===== config.mk =====
export PLATFORM = sky130hd
export DESIGN_NAME = traffic_intersection
export DESIGN_NICKNAME = d
export VERILOG_FILES = /design/src/rtl/traffic_pkg.sv /design/src/rtl/phase_timer.sv /design/src/rtl/traffic_intersection.sv
export SDC_FILE = /design/constraint.sdc
export NUM_CORES = 1
export LEC_CHECK = 0
export ABC_AREA = 1
export CORE_MARGIN = 2
export CORE_UTILIZATION = 25
export DETAILED_ROUTE_END_ITERATION = 8
export HOLD_SLACK_MARGIN = 0.03
export PLACE_DENSITY = 0.47
export SLEW_MARGIN = 5
export SYNTH_ARGS = -nofsm -noshare
export SYNTH_HDL_FRONTEND = slang
export SYNTH_SLANG_ARGS = --single-unit

===== constraint.sdc =====
create_clock -name clk -period 1.5 [get_ports clk]
set_input_delay 0.3 -clock clk [delete_from_list [all_inputs] [get_ports clk]]
set_output_delay 0.3 -clock clk [all_outputs]
set_load 0.01 [all_outputs]

===== src/rtl/traffic_pkg.sv =====
// traffic_pkg: shared state encoding and direction constants for the intersection controller.
package traffic_pkg;
    typedef enum logic [2:0] {
        ALL_RED   = 3'd0,
        NS_GREEN  = 3'd1,
        NS_YELLOW = 3'd2,
        EW_GREEN  = 3'd3,
        EW_YELLOW = 3'd4,
        PED_WALK  = 3'd5,
        FLASH     = 3'd6
    } state_e;
    localparam logic DIR_NS = 1'b0;
    localparam logic DIR_EW = 1'b1;
endpackage


===== src/rtl/phase_timer.sv =====
// phase_timer: loadable down-counter that flags expiry when it reads zero and holds there.
module phase_timer #(
    parameter int               CNT_W   = 8,
    parameter logic [CNT_W-1:0] RST_VAL = '0
) (
    input  logic             clk,
    input  logic             rst_n,
    input  logic             load_i,
    input  logic [CNT_W-1:0] load_val_i,
    output logic             expired_o
);
    logic [CNT_W-1:0] cnt_q, cnt_d;
    assign expired_o = cnt_q == '0;
    assign cnt_d = load_i ? load_val_i : (expired_o ? cnt_q : cnt_q - CNT_W'(1));
    always_ff @(posedge clk or negedge rst_n)
        if (!rst_n) cnt_q <= RST_VAL;
        else        cnt_q <= cnt_d;
endmodule


===== src/rtl/traffic_intersection.sv =====
// traffic_intersection: two-road light controller with all-red clearance,
// latched pedestrian walk phase and flashing-yellow maintenance mode.
module traffic_intersection
    import traffic_pkg::*;
#(
    parameter int CNT_W        = 8,
    parameter int GREEN_TICKS  = 20,
    parameter int YELLOW_TICKS = 4,
    parameter int ALLRED_TICKS = 2,
    parameter int PED_TICKS    = 10,
    parameter int FLASH_TICKS  = 5
) (
    input  logic clk,
    input  logic reset,
    input  logic ped_req,
    input  logic flash_mode,
    output logic ns_r,
    output logic ns_y,
    output logic ns_g,
    output logic ew_r,
    output logic ew_y,
    output logic ew_g,
    output logic ped_walk,
    output logic ped_pending
);
    localparam logic [CNT_W-1:0] G_LD  = CNT_W'(GREEN_TICKS - 1);
    localparam logic [CNT_W-1:0] Y_LD  = CNT_W'(YELLOW_TICKS - 1);
    localparam logic [CNT_W-1:0] AR_LD = CNT_W'(ALLRED_TICKS - 1);
    localparam logic [CNT_W-1:0] PD_LD = CNT_W'(PED_TICKS - 1);
    localparam logic [CNT_W-1:0] FL_LD = CNT_W'(FLASH_TICKS - 1);

    state_e           state_q, state_d;
    logic             dir_q, dir_d;
    logic             pend_q, pend_d;
    logic             tog_q, tog_d;
    logic [6:0]       lamp_q, lamp_d;
    logic             expired, load;
    logic [CNT_W-1:0] load_val;

    phase_timer #(.CNT_W(CNT_W), .RST_VAL(AR_LD)) u_timer (
        .clk        (clk),
        .rst_n      (reset),
        .load_i     (load),
        .load_val_i (load_val),
        .expired_o  (expired)
    );

    always_comb begin
        state_d = state_q;
        dir_d   = dir_q;
        if (flash_mode) state_d = FLASH;
        else if (state_q == FLASH) begin
            state_d = ALL_RED;
            dir_d   = DIR_NS;
        end else if (expired) begin
            case (state_q)
                NS_GREEN:  state_d = NS_YELLOW;
                NS_YELLOW: begin state_d = ALL_RED; dir_d = DIR_EW; end
                EW_GREEN:  state_d = EW_YELLOW;
                EW_YELLOW: begin state_d = ALL_RED; dir_d = DIR_NS; end
                ALL_RED:   state_d = pend_q ? PED_WALK : (dir_q == DIR_NS ? NS_GREEN : EW_GREEN);
                PED_WALK:  state_d = dir_q == DIR_NS ? NS_GREEN : EW_GREEN;
                default:   state_d = ALL_RED;
            endcase
        end
        // FLASH reloads on every expiry to time the next half-period
        load     = (state_d != state_q) || expired;
        load_val = state_d == FLASH ? FL_LD :
                   state_d == PED_WALK ? PD_LD :
                   state_d inside {NS_GREEN, EW_GREEN} ? G_LD :
                   state_d inside {NS_YELLOW, EW_YELLOW} ? Y_LD : AR_LD;
        // a request on the walk-entry cycle survives the clear
        pend_d = state_d == FLASH ? 1'b0 :
                 (state_q != FLASH && ped_req) ? 1'b1 :
                 (state_d == PED_WALK && state_q != PED_WALK) ? 1'b0 : pend_q;
        tog_d  = state_d != FLASH ? 1'b0 : state_q != FLASH ? 1'b1 : tog_q ^ expired;
        lamp_d = {state_d inside {ALL_RED, PED_WALK, EW_GREEN, EW_YELLOW},
                  state_d == NS_YELLOW || (state_d == FLASH && tog_d),
                  state_d == NS_GREEN,
                  state_d inside {ALL_RED, PED_WALK, NS_GREEN, NS_YELLOW},
                  state_d == EW_YELLOW || (state_d == FLASH && tog_d),
                  state_d == EW_GREEN,
                  state_d == PED_WALK};
    end

    always_ff @(posedge clk or negedge reset)
        if (!reset) begin
            state_q <= ALL_RED;
            dir_q   <= DIR_NS;
            pend_q  <= 1'b0;
            tog_q   <= 1'b0;
            lamp_q  <= 7'b1001000;
        end else begin
            state_q <= state_d;
            dir_q   <= dir_d;
            pend_q  <= pend_d;
            tog_q   <= tog_d;
            lamp_q  <= lamp_d;
        end

    assign {ns_r, ns_y, ns_g, ew_r, ew_y, ew_g, ped_walk} = lamp_q;
    assign ped_pending = pend_q;
endmodule


-- Word-level counts from Yosys, hierarchy flattened
Index checks and enable logic that the tools add are counted.
- word-level logic and storage cells: 63
- register bits after elaboration: 21
- bits of input ports: 4
- bitwise operators: 2
- $add $sub $neg: 1
- reductions and logical operators: 17
- equality and inequality tests: 17
- muxes and demuxes: 20
- operators with widths (kind ; number):
    equality test 3 bit (second input constant) ; 6
    two-way mux 8 bit ; 2
    two-way mux 5 bit ; 3
    equality test 3 x 2 -> 1 bit (second input constant) ; 4
    two-way mux 3 bit ; 4
    one-hot mux 3 bit (4 select lines) ; 1
    inequality test 3 bit (second input constant) ; 3
    zero test 8 bit ; 1
    nonzero test 4 bit ; 2
    subtractor 8 x 1 -> 8 bit (second input constant) ; 1
    two-way mux 1 bit ; 7
    equality test 3 x 1 -> 1 bit (second input constant) ; 2
    zero test 3 bit ; 2
    nonzero test 2 bit ; 3
    nonzero test 3 bit ; 2
    two-way mux 2 bit ; 2
    logical AND 1 bit ; 3
    logical OR 1 bit ; 3
    inequality test 3 bit ; 1
    AND reduction 3 bit ; 1
    inequality test 2 x 1 -> 1 bit (second input constant) ; 1
    one-hot mux 1 bit (2 select lines) ; 1
    NOT 1 bit ; 1
    bitwise XOR 1 bit ; 1

-- Logic depth before layout (Yosys ltp)
- depth after elaboration: 13
- gate-level depth with buffers: 13
- depth with buffers taken out: 13

-- Cells and area by module
Synthesis repeated with hierarchy kept, for this count alone.
- cells, all modules: 156
- area, all modules: 1248.7 µm²
- modules (own cells, without submodules) (module ; cells each ; times used ; area an instance (µm²) ; seq. area each (µm²)):
    traffic_intersection ; 88 ; 1 ; 744.5 ; 327.8
    phase_timer ; 68 ; 1 ; 504.2 ; 201.4

-- Worst setup path before layout
No wires, ideal clock.
- path kind: flip-flop to flip-flop
- start point: register u_timer.cnt_q[0]
- end point: register u_timer.cnt_q[1]
- setup time: 0.117 ns
- required time: 1.383 ns
- setup slack: -0.146 ns
- arrival time: 1.529 ns
- stages on the path, launching flop included: 13
- path buffers: 0
- cells stage by stage: dfstp_2 > inv_1 > ha_1 > inv_1 > nor2_1 > nand2_2 > nand2_1 > nand3_2 > nand2_2 > nand2_4 > nand3_4 > nand2_1 > nand2_1
- cells in the longest elaborated chain, start to end: 11
- elaborated cells between the ends (all ways): 22
- those cells by class: add/sub (1); eq/ne (8); mux (9); reduce/logical (4)
- RTL lines (item ; RTL line ; source):
    from (decl) ; phase_timer.sv:12 ; logic [CNT_W-1:0] cnt_q, cnt_d;
    from (signal assigned) ; phase_timer.sv:17 ; else cnt_q <= cnt_d;
    zero test 8 bit (*) ; phase_timer.sv:13 ; assign expired_o = cnt_q == '0;
    two-way mux 3 bit (*) ; traffic_intersection.sv:55 ; end else if (expired) begin
    two-way mux 3 bit (*) ; traffic_intersection.sv:52 ; else if (state_q == FLASH) begin
    two-way mux 3 bit (*) ; traffic_intersection.sv:51 ; if (flash_mode) state_d = FLASH;
    via state_d[2] ; traffic_intersection.sv:32 ; state_e state_q, state_d;
    equality test 3 x 2 -> 1 bit / equality test 3 bit (equally long branches) ; traffic_intersection.sv:71 ; state_d inside {NS_YELLOW, EW_YELLOW} ? Y_LD : AR_LD;
    nonzero test 2 bit ; traffic_intersection.sv:71 ;
    two-way mux 2 bit ; traffic_intersection.sv:71 ;
    two-way mux 5 bit ; traffic_intersection.sv:70 ; state_d inside {NS_GREEN, EW_GREEN} ? G_LD :
    two-way mux 5 bit ; traffic_intersection.sv:69 ; state_d == PED_WALK ? PD_LD :
    two-way mux 5 bit ; traffic_intersection.sv:68 ; load_val = state_d == FLASH ? FL_LD :
    two-way mux 8 bit ; phase_timer.sv:14 ; assign cnt_d = load_i ? load_val_i : (expired_o ? cnt_q : cnt_q - CNT_W'(1));
The timed path passes the listed nets; every way through them passes the cells marked *. The select of a mux whose other input is x is not followed.
A chain may end at the register's enable or synchronous reset.

-- Worst setup path in the final report
Same ends and word-level chain as after synthesis.

==> results.ini <==
[final_layout]
postLayoutCellArea_sq_mm=0.00190
area_delta_synth_final_pct=54.2
drive_above_1_share=0.483
final_cells=274
antenna_cells=0
nets=214

[cts]
cts_tree=built
clk_pin_slew_ps=80
cts_hold_buf=0
numCtsBuffers=3
h-tree-depth=1
clock-sinks=21
cts_buffer_depth=2
cts_root_buf=clkbuf_8
clock_latency_ps=260

[logic_synthesis]
synth_area_leaders=dfrtp_1 (37%), nand2_1 (12%), dfstp_2 (6.4%)
synth_fa_ha_area_frac=0.0203
synth.largest_area_cell=dfrtp_1
synth.top_cell.area_share=0.366
synth-seq-cells=21
muxShareOfSynthArea=0
synth-simple-area-share=0.390
synth_compound_area_frac=0.0346
syn_inst=153
yosysSeqAreaShare=0.430
ys_types=25
synth_area_per_cell_sq_um=8.05
yosys_warnings=0
synth_nets=159
synth_area_sq_mm=0.00123
synth_xor_area_frac=0.0498
synth_top_family_by_area=simple AND/OR/NAND/NOR gates

[worst_setup_path]
crit_top_cell=nand2_4
regToRegSetupSlack_ps=-160
startpoint_type=flip-flop
crit_path_end_kind=flip-flop
cp_data_arrival_time_ps=1810
crit_slowest_cell=dfstp_2
crit_fanout=8
cp.required_ps=1660
crit_chain=inv_2 -> ha_4 -> inv_2 -> nor2_2 -> nand2_4 -> nand2_4 -> nand3_4 -> nand2_4 -> nand2_4 -> nand3_4 -> nand2_2 -> nand2_1
critical_path_class=flip-flop to flip-flop
critical_path.max_stage_delay_ps=540

[sta]
fin_skew_ps=1.58
setup_ws_ps=-158
fmax_mhz=603
period_needed_ps=1660
relSlewSlack=0.782
period_share=1.11
rsz0062_at_grt=true
finalHoldViolations=0
drv_slew=0
tns_ps=-1540
finalSetupViolCount=16
max_slew.worst_pin.slew_ps=323

[power_and_ir_drop]
switchingPower_mw=1.89
p_int_mw=2.34
clockPowerShare=0.088
sw_frac_of_total=0.447
leakage_nw=0.959
share_comb_of_total_power=0.682
seqPwrFrac=0.230
p_per_area_mw_per_mm2=2230
ir_worst_vdd_uv=557

[global_route]
track_usage=0.122
grt_first_pass_wirelength_mm=5.11
grt_max_degree=22
grt-ovfl-total=0
antenna_found_initial=0
first_global_vias=1163

[place]
gp_congestion=0.828
dp_hpwl_mm=2.35
port_buffers=11
placedCellCount=261
place_area_sq_mm=0.00167

[floorplan]
num_io_pins=12
fp.dieH_um=74.2
die_w_um=74.2
dieArea_sq_mm=0.00550
fp.coreArea_sq_mm=0.00472
start_util=0.261
rows=25

[route]
vias=1193
firstDrtPassIters=4
totalWireLength_mm=3.15
final_antenna_net_count=0
drc_errors=0
drt_iter0_drc=59
via_per_inst=4.35
wire_per_inst_um=11.5

[min_path]
hp-class=primary input to asynchronous set/reset pin

[job]
cap_violations=0

[status]
status=complete, but fails checks
violations=negative setup slack

-- synth_stat cells --
library cell	instances
a21oi_1	1
dfrtp_1	18
dfstp_2	3
ha_1	2
inv_1	11
inv_2	12
inv_4	1
nand2_1	39
nand2_2	6
nand2_4	2
nand3_1	8
nand3_2	3
nand3_4	2
nand4_1	7
nor2_1	16
nor2_2	4
nor2_4	2
nor3_1	1
nor4_1	1
o21ai_0	3
o21ai_2	1
o22ai_1	1
o31ai_1	1
or2_2	1
xor2_1	7
-- cell type report --
| class | instances | area [sq um] |
|---|---|---|
| fill | 463 | 2830 |
| timing repair buffer | 50 | 403 |
| multi-input combinational | 108 | 741 |
| clock buffer | 3 | 41.3 |
| tap | 67 | 83.8 |
| clock inverter | 1 | 5.00 |
| inverter | 24 | 95.1 |
| sequential | 21 | 529 |
-- final timing paths --
path / start / endpoint / depth (start not counted)
max: u_timer.cnt_q[0]$_DFFE_PN1P_ / u_timer.cnt_q[1]$_DFFE_PN0P_ / 12
min: reset / tog_q$_DFF_PN0_ / 2
max reg2reg: u_timer.cnt_q[0]$_DFFE_PN1P_ / u_timer.cnt_q[1]$_DFFE_PN0P_ / 12
min in group clk: dir_q$_DFFE_PN0P_ / dir_q$_DFFE_PN0P_ / 2
max in group asynchronous: reset / u_timer.cnt_q[0]$_DFFE_PN1P_ / 2
min reg2reg: dir_q$_DFFE_PN0P_ / dir_q$_DFFE_PN0P_ / 2
-- repair_timing --
item | in CTS | in global routing
cloned | 0 | 0
gates resized for setup | 19 | 13
endpoints found under the setup margin | 20 | 20
buffers inserted | 5 | 4
pin swaps | 15 | 4
-- sequential cells by signal, indices dropped and copies added, names as in the netlist --
name and count:
u_timer.cnt_q 8, lamp_q 7, state_q 3, dir_q 1
ped_pending 1, tog_q 1
-- stage by stage --
stage	hold slack (ps)	utilization	power (mW)	setup WS [ps]
final	386	0.402	4.24	-158
after global routing	408	0.402	4.57	-260
after CTS	388	0.383	4.04	-160
after detailed placement	503	0.354	3.38	-225
after global placement	502	0.354	3.36	-201
after floorplan	4.41	-	2.37	-84.2
-- layer usage --
metal  GRT usage  vias to the layer above  routed length, um
met2       0.215                       29               1650
met4      0.0505                        0                 31
li1            -                      590                  -
met1       0.150                      572               1390
met3      0.0149                        2                 78
met5           0                        -                  0
-- layout by cell type (no fill, tap or decap), types with 2 or more instances in the layout --
master           instances
inv_4                    2
nand2_2                  9
nor2_4                   6
clkbuf_8                 3
nand3_1                  7
nand2_1                 30
xor2_1                   6
nor2_2                   3
inv_1                    8
nand3_4                  4
dfstp_2                  3
clkdlybuf4s50_1          8
dlygate4sd2_1            3
buf_4                   38
inv_2                   14
nor2_1                  13
o21ai_0                  2
dfrtp_1                 18
nand4_1                  7
nand3_2                  2
nand2_4                  8
-- cell families after synthesis --
kind of cell | after synthesis
compound gates | 7
xor+xnor | 7
fa+ha+maj | 2
buf+inv | 24
flops | 21
simple gates | 92
-- power groups by stage --
stage | registers (mW) | logic (mW) | clock network (mW)
floorplan | 1.01 | 1.37 | 0
global placement | 0.984 | 2.38 | 0
detailed placement | 0.980 | 2.40 | 0
CTS | 0.969 | 2.67 | 0.397
global route | 1.00 | 3.16 | 0.410
finish | 0.974 | 2.89 | 0.374
-- worst max-delay path: cells and delay by family, from the launching register on --
kind,cells,cell delay (ps)
DFF,1,540
and+or+nand+nor,9,780
adders and majority gates,1,160
buffers and inverters,2,100
Note: power is estimated with default switching activity, not from simulation.
